## config.mk

```make
export PLATFORM = sky130hd
export DESIGN_NAME = wb_arb_rr_flat
export DESIGN_NICKNAME = d
export VERILOG_FILES = /design/src/rtl/wb_arb_rr_pkg.sv /design/src/rtl/wb_arb_rr_if.sv /design/src/rtl/wb_arb_rr_pick.sv /design/src/rtl/wb_arb_rr.sv /design/src/flat_wrapper.sv
export SDC_FILE = /design/constraint.sdc
export NUM_CORES = 1
export LEC_CHECK = 0
export ABC_AREA = 0
export CAP_MARGIN = 25
export CELL_PAD_IN_SITES_DETAIL_PLACEMENT = 1
export CELL_PAD_IN_SITES_GLOBAL_PLACEMENT = 1
export CORE_MARGIN = 5
export CORE_UTILIZATION = 10
export CTS_CLUSTER_SIZE = 24
export DETAILED_ROUTE_END_ITERATION = 12
export GPL_TIMING_DRIVEN = 0
export PLACE_DENSITY_LB_ADDON = 0.2
export SKIP_CTS_REPAIR_TIMING = 1
export SLEW_MARGIN = 0
export SYNTH_ARGS = -nofsm -noshare
export SYNTH_HDL_FRONTEND = slang
export SYNTH_SLANG_ARGS = --single-unit
```

## constraint.sdc

```tcl
create_clock -name wb_clk_i -period 1.52 [get_ports wb_clk_i]
set_input_delay 0.152 -clock wb_clk_i [delete_from_list [all_inputs] [get_ports wb_clk_i]]
set_output_delay 0.152 -clock wb_clk_i [all_outputs]
set_load 0.02 [all_outputs]
```

## src/rtl/wb_arb_rr_pkg.sv

```systemverilog
// Shared types and Wishbone B3 constants for the round-robin arbiter.
package wb_arb_pkg;

    typedef enum logic {
        IDLE,
        BUSY
    } state_e;

    // Cycle type identifier encodings
    localparam logic [2:0] CTI_CLASSIC = 3'b000;
    localparam logic [2:0] CTI_CONST   = 3'b001;
    localparam logic [2:0] CTI_INC     = 3'b010;
    localparam logic [2:0] CTI_EOB     = 3'b111;

    // Burst type extension encodings
    localparam logic [1:0] LINEAR = 2'b00;
    localparam logic [1:0] WRAP4  = 2'b01;
    localparam logic [1:0] WRAP8  = 2'b10;
    localparam logic [1:0] WRAP16 = 2'b11;

endpackage

```

## src/rtl/wb_arb_rr_if.sv

```systemverilog
// Bus bundle between NUM_MASTERS Wishbone masters, the arbiter and one slave.
// Modport slave is the arbiter's view; modport master is the surrounding system.
interface wb_arb_rr_if #(
    parameter int NUM_MASTERS = 2,
    parameter int AW          = 32,
    parameter int DW          = 32
);
    localparam int SW = DW / 8;

    // Master side
    logic [NUM_MASTERS*AW-1:0] m_adr_i;
    logic [NUM_MASTERS*DW-1:0] m_dat_i;
    logic [NUM_MASTERS*SW-1:0] m_sel_i;
    logic [NUM_MASTERS-1:0]    m_we_i;
    logic [NUM_MASTERS-1:0]    m_cyc_i;
    logic [NUM_MASTERS-1:0]    m_stb_i;
    logic [NUM_MASTERS*3-1:0]  m_cti_i;
    logic [NUM_MASTERS*2-1:0]  m_bte_i;
    logic [NUM_MASTERS*DW-1:0] m_dat_o;
    logic [NUM_MASTERS-1:0]    m_ack_o;
    logic [NUM_MASTERS-1:0]    m_err_o;
    logic [NUM_MASTERS-1:0]    m_rty_o;

    // Slave side
    logic [AW-1:0] s_adr_o;
    logic [DW-1:0] s_dat_o;
    logic [SW-1:0] s_sel_o;
    logic          s_we_o;
    logic          s_cyc_o;
    logic          s_stb_o;
    logic [2:0]    s_cti_o;
    logic [1:0]    s_bte_o;
    logic [DW-1:0] s_dat_i;
    logic          s_ack_i;
    logic          s_err_i;
    logic          s_rty_i;

    // Status
    logic [NUM_MASTERS-1:0] gnt_o;
    logic                   timeout_o;

    modport slave (
        input  m_adr_i, m_dat_i, m_sel_i, m_we_i, m_cyc_i, m_stb_i, m_cti_i, m_bte_i,
        output m_dat_o, m_ack_o, m_err_o, m_rty_o,
        output s_adr_o, s_dat_o, s_sel_o, s_we_o, s_cyc_o, s_stb_o, s_cti_o, s_bte_o,
        input  s_dat_i, s_ack_i, s_err_i, s_rty_i,
        output gnt_o, timeout_o
    );

    modport master (
        output m_adr_i, m_dat_i, m_sel_i, m_we_i, m_cyc_i, m_stb_i, m_cti_i, m_bte_i,
        input  m_dat_o, m_ack_o, m_err_o, m_rty_o,
        input  s_adr_o, s_dat_o, s_sel_o, s_we_o, s_cyc_o, s_stb_o, s_cti_o, s_bte_o,
        output s_dat_i, s_ack_i, s_err_i, s_rty_i,
        input  gnt_o, timeout_o
    );

endinterface

```

## src/rtl/wb_arb_rr_pick.sv

```systemverilog
// Combinational round-robin picker: first requester above the last grant wins,
// searching upward with wrap-around. Output is one-hot, or zero with no request.
module wb_arb_rr_pick #(
    parameter int N = 2
) (
    input  logic [N-1:0] req_i,
    input  logic [N-1:0] last_i,
    output logic [N-1:0] gnt_o
);

    int unsigned last_idx;
    int unsigned idx;
    logic        found;

    // Decode last grant index, then scan the N positions that follow it
    always_comb begin
        last_idx = 0;
        idx      = 0;
        found    = 1'b0;
        gnt_o    = '0;
        for (int unsigned k = 0; k < N; k++) begin
            if (last_i[k]) last_idx = k;
        end
        for (int unsigned i = 1; i <= N; i++) begin
            idx = (last_idx + i) % N;
            if (!found && req_i[idx]) begin
                gnt_o[idx] = 1'b1;
                found      = 1'b1;
            end
        end
    end

endmodule

```

## src/rtl/wb_arb_rr.sv

```systemverilog
// Round-robin Wishbone B3 arbiter: NUM_MASTERS masters share one slave.
// Grant is held for a whole cyc, so bursts are never split.
// Optional watchdog enabled by defining WB_ARB_TIMEOUT_EN.
module wb_arb_rr
    import wb_arb_pkg::*;
#(
    parameter int NUM_MASTERS = 2,
    parameter int AW          = 32,
    parameter int DW          = 32,
    parameter int TIMEOUT     = 255
) (
    input  logic        wb_clk_i,
    input  logic        wb_rst_ni,
    wb_arb_rr_if.slave  bus
);

    localparam int N  = NUM_MASTERS;
    localparam int SW = DW / 8;
    localparam logic [N-1:0] LAST_RST = {1'b1, {(N-1){1'b0}}};

    state_e         state_q, state_d;
    logic [N-1:0]   gnt_q, gnt_d;
    logic [N-1:0]   last_q, last_d;
    logic [N-1:0]   pick;
    logic [N-1:0]   err_route;
    logic           s_stb_raw;
    logic           to_hit;

    wb_arb_rr_pick #(.N(N)) u_pick (
        .req_i  (bus.m_cyc_i),
        .last_i (last_q),
        .gnt_o  (pick)
    );

    // Next state: grant on any cyc, release when the owner drops cyc
    always_comb begin
        state_d = state_q;
        gnt_d   = gnt_q;
        last_d  = last_q;
        case (state_q)
            IDLE: begin
                if (|bus.m_cyc_i) begin
                    state_d = BUSY;
                    gnt_d   = pick;
                    last_d  = pick;
                end
            end
            BUSY: begin
                if (!(|(bus.m_cyc_i & gnt_q))) begin
                    state_d = IDLE;
                    gnt_d   = '0;
                end
            end
            default: begin
                state_d = IDLE;
                gnt_d   = '0;
            end
        endcase
    end

    // State, grant and last-grant registers
    always_ff @(posedge wb_clk_i) begin
        if (!wb_rst_ni) begin
            state_q <= IDLE;
            gnt_q   <= '0;
            last_q  <= LAST_RST;
        end else begin
            state_q <= state_d;
            gnt_q   <= gnt_d;
            last_q  <= last_d;
        end
    end

    // Request/response mux; gnt_q is zero in IDLE so everything reads 0 there
    always_comb begin
        bus.s_adr_o = '0;
        bus.s_dat_o = '0;
        bus.s_sel_o = '0;
        bus.s_we_o  = 1'b0;
        bus.s_cyc_o = 1'b0;
        s_stb_raw   = 1'b0;
        bus.s_cti_o = '0;
        bus.s_bte_o = '0;
        bus.m_dat_o = '0;
        bus.m_ack_o = '0;
        err_route   = '0;
        bus.m_rty_o = '0;
        for (int unsigned k = 0; k < N; k++) begin
            if (gnt_q[k]) begin
                bus.s_adr_o           = bus.m_adr_i[k*AW +: AW];
                bus.s_dat_o           = bus.m_dat_i[k*DW +: DW];
                bus.s_sel_o           = bus.m_sel_i[k*SW +: SW];
                bus.s_we_o            = bus.m_we_i[k];
                bus.s_cyc_o           = bus.m_cyc_i[k];
                s_stb_raw             = bus.m_stb_i[k];
                bus.s_cti_o           = bus.m_cti_i[k*3 +: 3];
                bus.s_bte_o           = bus.m_bte_i[k*2 +: 2];
                bus.m_dat_o[k*DW +: DW] = bus.s_dat_i;
                bus.m_ack_o[k]        = bus.s_ack_i;
                err_route[k]          = bus.s_err_i;
                bus.m_rty_o[k]        = bus.s_rty_i;
            end
        end
    end

`ifdef WB_ARB_TIMEOUT_EN
    localparam int CW = $clog2(TIMEOUT + 1);

    logic [CW-1:0] cnt_q, cnt_d;

    assign to_hit = (state_q == BUSY) && (cnt_q == CW'(TIMEOUT));

    // Count stalled strobe cycles; any other cycle, or the timeout itself, clears
    always_comb begin
        cnt_d = '0;
        if ((state_q == BUSY) && !to_hit && s_stb_raw &&
            !(bus.s_ack_i || bus.s_err_i || bus.s_rty_i)) begin
            cnt_d = cnt_q + 1'b1;
        end
    end

    // Watchdog counter register
    always_ff @(posedge wb_clk_i) begin
        if (!wb_rst_ni) cnt_q <= '0;
        else            cnt_q <= cnt_d;
    end
`else
    assign to_hit = 1'b0;
`endif

    assign bus.s_stb_o   = s_stb_raw & ~to_hit;
    assign bus.m_err_o   = err_route | (gnt_q & {N{to_hit}});
    assign bus.timeout_o = to_hit;
    assign bus.gnt_o     = gnt_q;

endmodule
```

## src/flat_wrapper.sv

```systemverilog
// flat-port wrapper written by rule: the top's interface ports become plain ports
module wb_arb_rr_flat import wb_arb_pkg::*;
#(
    parameter int NUM_MASTERS = 2,
    parameter int AW          = 32,
    parameter int DW          = 32,
    parameter int TIMEOUT     = 255
)
  (wb_clk_i, wb_rst_ni, bus_m_adr_i, bus_m_dat_i, bus_m_sel_i, bus_m_we_i, bus_m_cyc_i, bus_m_stb_i, bus_m_cti_i, bus_m_bte_i, bus_m_dat_o, bus_m_ack_o, bus_m_err_o, bus_m_rty_o, bus_s_adr_o, bus_s_dat_o, bus_s_sel_o, bus_s_we_o, bus_s_cyc_o, bus_s_stb_o, bus_s_cti_o, bus_s_bte_o, bus_s_dat_i, bus_s_ack_i, bus_s_err_i, bus_s_rty_i, bus_gnt_o, bus_timeout_o);
  wb_arb_rr_if #(.NUM_MASTERS(NUM_MASTERS), .AW(AW), .DW(DW)) bus_i ();
  input  logic wb_clk_i;
  input  logic wb_rst_ni;
  input wire logic [$bits(bus_i.m_adr_i)-1:0] bus_m_adr_i;
  input wire logic [$bits(bus_i.m_dat_i)-1:0] bus_m_dat_i;
  input wire logic [$bits(bus_i.m_sel_i)-1:0] bus_m_sel_i;
  input wire logic [$bits(bus_i.m_we_i)-1:0] bus_m_we_i;
  input wire logic [$bits(bus_i.m_cyc_i)-1:0] bus_m_cyc_i;
  input wire logic [$bits(bus_i.m_stb_i)-1:0] bus_m_stb_i;
  input wire logic [$bits(bus_i.m_cti_i)-1:0] bus_m_cti_i;
  input wire logic [$bits(bus_i.m_bte_i)-1:0] bus_m_bte_i;
  output wire logic [$bits(bus_i.m_dat_o)-1:0] bus_m_dat_o;
  output wire logic [$bits(bus_i.m_ack_o)-1:0] bus_m_ack_o;
  output wire logic [$bits(bus_i.m_err_o)-1:0] bus_m_err_o;
  output wire logic [$bits(bus_i.m_rty_o)-1:0] bus_m_rty_o;
  output wire logic [$bits(bus_i.s_adr_o)-1:0] bus_s_adr_o;
  output wire logic [$bits(bus_i.s_dat_o)-1:0] bus_s_dat_o;
  output wire logic [$bits(bus_i.s_sel_o)-1:0] bus_s_sel_o;
  output wire logic [$bits(bus_i.s_we_o)-1:0] bus_s_we_o;
  output wire logic [$bits(bus_i.s_cyc_o)-1:0] bus_s_cyc_o;
  output wire logic [$bits(bus_i.s_stb_o)-1:0] bus_s_stb_o;
  output wire logic [$bits(bus_i.s_cti_o)-1:0] bus_s_cti_o;
  output wire logic [$bits(bus_i.s_bte_o)-1:0] bus_s_bte_o;
  input wire logic [$bits(bus_i.s_dat_i)-1:0] bus_s_dat_i;
  input wire logic [$bits(bus_i.s_ack_i)-1:0] bus_s_ack_i;
  input wire logic [$bits(bus_i.s_err_i)-1:0] bus_s_err_i;
  input wire logic [$bits(bus_i.s_rty_i)-1:0] bus_s_rty_i;
  output wire logic [$bits(bus_i.gnt_o)-1:0] bus_gnt_o;
  output wire logic [$bits(bus_i.timeout_o)-1:0] bus_timeout_o;
  assign bus_i.m_adr_i = bus_m_adr_i;
  assign bus_i.m_dat_i = bus_m_dat_i;
  assign bus_i.m_sel_i = bus_m_sel_i;
  assign bus_i.m_we_i = bus_m_we_i;
  assign bus_i.m_cyc_i = bus_m_cyc_i;
  assign bus_i.m_stb_i = bus_m_stb_i;
  assign bus_i.m_cti_i = bus_m_cti_i;
  assign bus_i.m_bte_i = bus_m_bte_i;
  assign bus_m_dat_o = bus_i.m_dat_o;
  assign bus_m_ack_o = bus_i.m_ack_o;
  assign bus_m_err_o = bus_i.m_err_o;
  assign bus_m_rty_o = bus_i.m_rty_o;
  assign bus_s_adr_o = bus_i.s_adr_o;
  assign bus_s_dat_o = bus_i.s_dat_o;
  assign bus_s_sel_o = bus_i.s_sel_o;
  assign bus_s_we_o = bus_i.s_we_o;
  assign bus_s_cyc_o = bus_i.s_cyc_o;
  assign bus_s_stb_o = bus_i.s_stb_o;
  assign bus_s_cti_o = bus_i.s_cti_o;
  assign bus_s_bte_o = bus_i.s_bte_o;
  assign bus_i.s_dat_i = bus_s_dat_i;
  assign bus_i.s_ack_i = bus_s_ack_i;
  assign bus_i.s_err_i = bus_s_err_i;
  assign bus_i.s_rty_i = bus_s_rty_i;
  assign bus_gnt_o = bus_i.gnt_o;
  assign bus_timeout_o = bus_i.timeout_o;
  wb_arb_rr #(.NUM_MASTERS(NUM_MASTERS), .AW(AW), .DW(DW), .TIMEOUT(TIMEOUT)) u_core (.wb_clk_i(wb_clk_i), .wb_rst_ni(wb_rst_ni), .bus(bus_i));
endmodule
```

# After elaboration in Yosys (flattened, before gate mapping)
# Index checks and enable logic that the tools add are counted.
word_totals:
  reg_bits: 5
  inputBits: 189
  out_inout_bits: 149
  wordCells: 64
classes:
  n_addsub: 2
  magnitude_cmp: 4
  eq_ne: 2
  n_mux: 42
  bitwise: 3
  n_reduce_logical: 8
op_table:
  columns: ["cell", "count"]
  rows:
  - ["$mux W32", 6]
  - ["$mux W1", 22]
  - ["$mux W2", 6]
  - ["$mux W4", 2]
  - ["$mux W3", 2]
  - ["$lt A1 B2 Y1 const B", 2]
  - ["$pmux W2 S2", 1]
  - ["$reduce_and A2 Y1", 2]
  - ["$reduce_or A2 Y1", 2]
  - ["$logic_and A1 B1 Y1", 3]
  - ["$add A1 B1 Y1 const B", 2]
  - ["$and A2 B2 Y2", 1]
  - ["$demux W1 S1", 2]
  - ["$ge A1 B1 Y1 const B", 2]
  - ["$ne A2 B1 Y1 const B", 1]
  - ["$ne A2 B2 Y1 const B", 1]
  - ["$or A2 B2 Y2", 1]
  - ["$pmux W1 S2", 1]
  - ["$logic_not A1 Y1", 1]
  - ["$not A1 Y1", 1]

# Logic depth before layout (Yosys ltp)
# Gate-level depths: netlist of run 1.
depth:
  word_depth: 11
  depth_mapped: 5
  mapped_depth_nobuf: 3

# Hierarchy
# Synthesis of run 1 repeated with hierarchy kept, for this count alone.
unflattened:
  hier_cells: 201
  hier_area_um2: 1545.2
by_module_without_submodules:
  columns: ["module", "n_inst", "cells_each", "area_each_um2", "seq_area_each_um2"]
  rows:
  - ["wb_arb_rr", 1, 198, 1526.5, 100.1]
  - ["wb_arb_rr_pick", 1, 3, 18.8, 0.0]

# Worst setup path after synthesis of run 1
# OpenSTA, ideal clock, no wires.
synth_path:
  path_kind: "flip-flop to output port"
  startpoint: "register u_core.gnt_q[1], in the netlist u_core.bus.gnt_o[1]"
  endpoint: "output bus_s_cyc_o"
  t_arrival_ps: 1214
  required_ps: 1368
  setup_slack_ps: 154
  stages_incl_launch_ff: 4
  n_path_buf: 2
  cell_sequence: "dfxtp_1 buf_4 clkbuf_1 o21ai_0"
synth_via:
  elab_chain_cells: 1
synth_lines:
  columns: ["element", "line", "rtl"]
  rows:
  - ["start: declaration", "wb_arb_rr.sv:22", "logic [N-1:0] gnt_q, gnt_d;"]
  - ["start signal: assignment", "wb_arb_rr.sv:69", "gnt_q <= gnt_d;"]
  - ["$mux W1", "wb_arb_rr.sv:89", "if (gnt_q[k]) begin"]
  - ["end: declaration", "flat_wrapper.sv:29", "output wire logic [$bits(bus_i.s_cyc_o)-1:0] bus_s_cyc_o;"]
# Every way passes these cells.

# Worst setup path after layout of run 1
layout_path:
  startpoint: "register u_core.gnt_q[1], in the netlist u_core.bus.gnt_o[1]"
  endpoint: "output bus_s_adr_o[16]"
layout_via:
  elab_chain_cells: 1
layout_lines:
  columns: ["element", "line", "rtl"]
  rows:
  - ["$mux W32", "wb_arb_rr.sv:89", null]
  - ["end: declaration", "flat_wrapper.sv:25", "output wire logic [$bits(bus_i.s_adr_o)-1:0] bus_s_adr_o;"]
# Every way passes these cells.

==> flow_summary_export.csv, run 1 <==
group,metric,value,unit
route,drt_iter0_markers,70,
route,drc,0,
sta,finClkSkew,0.000908,ns
sta,timing.final.crit_share,108,%
route,vias_per_cell,4.03,
die,start_util,10.2,%
clock_tree,clk_pin_slew,0.03,ns
clock_tree,numClockSinks,4,
sta,setup_tns,-4.32,ns
setup_path,cp_cell_sequence,"buf_8, nor2b_4, buf_12, clkbuf_16, a22o_1, buf_6",
die,fp.dieW,131,um
setup_path,cp-end-kind,"output pin",
yosys,synth_area_per_cell,7.41,sq um
placement,hpwl,11800,um
sta,rsz0062_at_grt,"yes",
route,firstDrtPassIters,4,
clock_tree,cts-htree-levels,1,
layout,final_cell_mix,"190 x clkdlybuf4s50_1, 75 x a22o_1, 73 x buf_6",
die,io_pins,338,
global_route,grt_pass1_vias,3137,
sta,period_minus_slack,1.65,ns
global_route,antenna_found_initial,0,
worst_hold_path,hp-class,"primary input to register",
die,rows,44,
sta,timing.final.ws_setup,-0.128,ns
setup_path,ff2ff_setup_slack,0.44,ns
layout,final_common_cell,"clkdlybuf4s50_1",
layout,utilization,36.8,%
layout,stdcell_count,731,
power,peakVddDrop,0.575,mV
status,status,"complete, but fails checks",
placement,post-place-cells,719,
route,m1WireLength,5200,um
clock_tree,cts_made_buffers,3,
global_route,grt_pass1_wl,19700,um
global_route,overflow,0,
yosys,syn_inst,199,
yosys,ys_ff_latch,4,
setup_path,cpMaxStageDelayCell,"dfxtp_2",
layout,final_nets,738,
sta,final_max_slew_viol_count,0,
yosys,yosysSeqAreaShare,5.43,%
global_route,grt_max_degree,11,
setup_path,cp.arrival,1.50,ns
clock_tree,cts_tree,"built",
route,vias,2948,
route,drtAntennaViolNets,0,
yosys,synth_nets,388,
clock_tree,insertion_delay,0.22,ns
yosys,synthesis.area,0.00147,sq mm
run,cap_violations,0,
layout,diodes,0,
power,p_leak,2.79,nW
die,die_h,131,um
layout,areaGrowthSynthToFinish,261,%
setup_path,crit_family,"buffers and inverters",
die,core-area,0.0145,sq mm
layout,drive_gt1_share,29.3,%
route,wl,13800,um
yosys,synth.distinct_cells,21,
setup_path,crit_path_max_incr_delay,0.32,ns
route,wl_met3,819,um
route,top_layer,"met4",
status,violations,"negative setup slack",
global_route,grt_usage,14.1,%
setup_path,worstSetupPathType,"register to output pin",
sta,hold_violations,0,
route,wl_met2,7560,um
setup_path,cp-start-kind,"register",
yosys,ys.warnings.count,0,
setup_path,required,1.37,ns
die,dieArea,0.0173,sq mm
placement,gp_congestion,0.857,
setup_path,crit_buf_inv,4,
power,p_per_area,455,mW/mm^2
placement,port_buffers,336,
clock_tree,clock_path_buffers,2,
setup_path,critPathMaxFanout,8,
route,wire_per_inst,18.9,um
clock_tree,root_buffer,"clkbuf_16",
sta,final-setup-viol-count,59,
sta,max_freq,607,MHz
==> metrics by stage <==
stage               hold WS (ns)  power (mW)  worst slack [ns]  instance area [sq um]
finish                     0.516        2.42            -0.128                   5330
global route               0.524        2.56            -0.183                   5330
CTS                        0.510        2.35            -0.782                   5140
detailed placement         0.529        1.92            -0.524                   5070
global placement           0.506        1.91            -0.544                   5070
floorplan                  0.254       0.820             0.154                   1470
==> final cells by class <==
class / count / area, sq um
fill: 1712 / 9150
clock buffer: 3 / 75.1
timing repair buffer: 345 / 3440
buffer: 26 / 274
inverter: 3 / 11.3
sequential: 4 / 85.1
tap: 184 / 230
multi-input combinational: 166 / 1220
==> where the power goes <==
part | internal (mW) | switching (mW)
clock | 0.336 | 0.0754
sequential | 0.115 | 0.0127
combinational | 1.09 | 0.793
total | 1.54 | 0.881
==> logic make-up (layout without fill, tap and decap cells) <==
family                 Yosys count  count (layout)  synth area share [%]
and+or+nand+nor                 80              80                  33.8
other                            1               1                 0.254
DFF                              4               4                  5.43
buffers and inverters           29             377                  12.1
AOI/OAI and AO/OA               85              85                  48.5
==> Yosys cell counts, drive strengths merged <==
cell type | count | area (sq um)
a22o | 75 | 657
and2 | 70 | 438
buf | 15 | 124
clkbuf | 11 | 42.5
o21ai | 5 | 25.0
dfxtp | 4 | 80.1
nand2 | 4 | 15.0
a31oi | 3 | 18.8
inv | 3 | 11.3
nor2b | 2 | 20.0
a21oi | 1 | 5.00
conb | 1 | 3.75
nand2b | 1 | 6.26
nand3 | 1 | 5.00
nand4 | 1 | 6.26
nor3b | 1 | 7.51
o311ai | 1 | 8.76
==> worst register-to-register path, stage by stage (launching register included) <==
cell and delay (ns):
dfxtp_2 0.32, buf_8 0.13, buf_4 0.13, nor3b_1 0.12, a31oi_1 0.14, a31oi_1 0.10
==> per-layer routing <==
layer | global-route usage, % | vias up
met4 | 2.34 | 0
met5 | 0 | -
li1 | - | 1440
met2 | 27.3 | 136
met1 | 15.6 | 1358
met3 | 3.44 | 14
==> registers in the layout (all words and copies together), names as in the netlist <==
signal	flops
u_core.bus.gnt_o	2
u_core.state_q	1
u_core.last_q	1
==> path summary, 6_finish.rpt <==
path	from	to	depth (start not counted)
setup / recovery	u_core.bus.gnt_o[1]	bus_s_adr_o[16]	6
hold / removal	wb_rst_ni	u_core.last_q[1]	2
setup reg to reg	u_core.bus.gnt_o[1]	u_core.bus.gnt_o[1]	5
hold reg to reg	u_core.last_q[1]	u_core.last_q[1]	2
Note: power is estimated with default switching activity, not from simulation.
==> inputs of run 2 (changes only) <==
- CTS_BUF_LIST: not set -> sky130_fd_sc_hd__clkbuf_8
==> run 2 against run 1 <==
  * The flow still finishes with violations (negative setup slack)
  * First-iteration DRC count did not move
  * Clock power decreased by 45%
  * Clock-buffer cell count stayed put
  * Register-to-register slack barely moved
  * Critical endpoint unchanged
==> flow_summary_export.csv, run 2 (synthesis gave the netlist of run 1 again) <==
group,metric,value,unit
status,status,"complete, but fails checks",
status,violations,"negative setup slack",
power,p_per_area,423,mW/mm^2
sta,final_max_slew_viol_count,0,
power,intPower,1.37,mW
route,drt_iter0_markers,70,
placement,placed_area,0.00507,sq mm
worst_hold_path,hp-class,"primary input to register",
die,dieArea,0.0173,sq mm
setup_path,critPathMaxFanout,8,
clock_tree,cts-htree-levels,1,
route,wl,13800,um
die,fp.dieW,131,um
power,power_frac_clock,10.2,%
setup_path,worstSetupPathType,"register to output pin",
placement,dp_slack,-0.524,ns
clock_tree,clk_pin_slew,0.03,ns
power,peakVddDrop,0.371,mV
power,p_leak,2.77,nW
clock_tree,insertion_delay,0.22,ns
clock_tree,root_buffer,"clkbuf_8",
power,p_switching,0.864,mW
layout,fillers,1715,
power,power_frac_comb,84.1,%
sta,final-setup-viol-count,57,
clock_tree,cts_made_buffers,3,
sta,finClkSkew,0.00222,ns
power,p_sw_share,38.6,%
run,cap_violations,0,
die,io_pins,338,
die,core-area,0.0145,sq mm
layout,final_nets,738,
global_route,grt_usage,14.1,%
sta,setup_tns,-3.99,ns
route,firstDrtPassIters,4,
route,drtAntennaViolNets,0,
route,drc,0,
clock_tree,cts_tree,"built",
placement,port_buffers,336,
clock_tree,numClockSinks,4,
power,total_power,2.24,mW
layout,largest_register_ffs,2,
setup_path,cp-start-kind,"register",
layout,drive_gt1_share,29.3,%
global_route,overflow,0,
sta,timing.final.ws_setup,-0.123,ns
layout,final_common_cell,"clkdlybuf4s50_1",
global_route,grt_max_degree,11,
route,vias,2948,
setup_path,cp.arrival,1.49,ns
setup_path,cp-end-kind,"output pin",
layout,final_cell_mix,"190 x clkdlybuf4s50_1, 75 x a22o_1, 71 x buf_6",
route,wire_per_inst,18.9,um
power,power_frac_seq,5.7,%
die,start_util,10.2,%
placement,gp_congestion,0.857,
die,die_h,131,um
sta,hold_violations,0,
global_route,antenna_found_initial,0,
route,vias_per_cell,4.03,
layout,diodes,0,
setup_path,required,1.37,ns
die,rows,44,
sta,max_freq,609,MHz
sta,timing.final.crit_share,108,%
layout,design_area,0.00529,sq mm
global_route,grt_pass1_wl,19700,um
global_route,grt_pass1_vias,3141,
clock_tree,clock_path_buffers,2,
layout,areaGrowthSynthToFinish,259,%
sta,period_minus_slack,1.64,ns
sta,rsz0062_at_grt,"yes",
placement,hpwl,11800,um
==> run 2: path summary, 6_finish.rpt <==
check / startpoint / endpoint / slack [ns] / cells after the start
max: u_core.bus.gnt_o[1] / bus_s_adr_o[16] / -0.12 / 6
min: wb_rst_ni / u_core.last_q[1] / 0.52 / 2
max reg2reg: u_core.bus.gnt_o[1] / u_core.bus.gnt_o[1] / 0.44 / 5
min reg2reg: u_core.last_q[1] / u_core.last_q[1] / 0.55 / 2
==> run 2: area by class of cell <==
| class | instances | area [sq um] | area share [%] |
|---|---|---|---|
| clock buffers | 3 | 41.3 | 0.781 |
| well taps | 184 | 230 | 4.36 |
| plain buffers | 26 | 274 | 5.18 |
| inverters | 3 | 11.3 | 0.213 |
| flip-flops and latches | 4 | 85.1 | 1.61 |
| multi-input cells | 166 | 1220 | 23.0 |
| repair buffers | 345 | 3430 | 64.9 |
==> run 2: per-stage QoR <==
step                      hold slack [ns]  cells  util (%)
after global routing                0.527    731      36.5
after CTS                           0.513    722      35.3
after global placement              0.506    719      35.0
after floorplan                     0.254    199         -
final                               0.521    731      36.5
after detailed placement            0.529    719      35.0
==> run 2: power by group through the flow <==
stage	sequential (mW)	combinational [mW]	clock, mW
floorplan	0.128	0.692	0
global placement	0.127	1.78	0
detailed placement	0.128	1.79	0
CTS	0.127	1.80	0.236
global route	0.129	1.99	0.246
finish	0.127	1.88	0.228
==> run 2: layer usage <==
layer | GRT usage, % | part of all wire [%] | up-vias
met5 | 0 | 0 | -
met4 | 2.51 | 1.6 | 0
met3 | 3.33 | 5.9 | 14
met2 | 27.3 | 55 | 136
met1 | 15.6 | 38 | 1357
li1 | - | - | 1441
==> run 2: critical path, cell delays in order (launching register included) <==
cell,delay (ns)
dfxtp_2,0.32
buf_8,0.13
nor2b_4,0.19
buf_12,0.18
clkbuf_16,0.15
a22o_1,0.16
buf_6,0.13
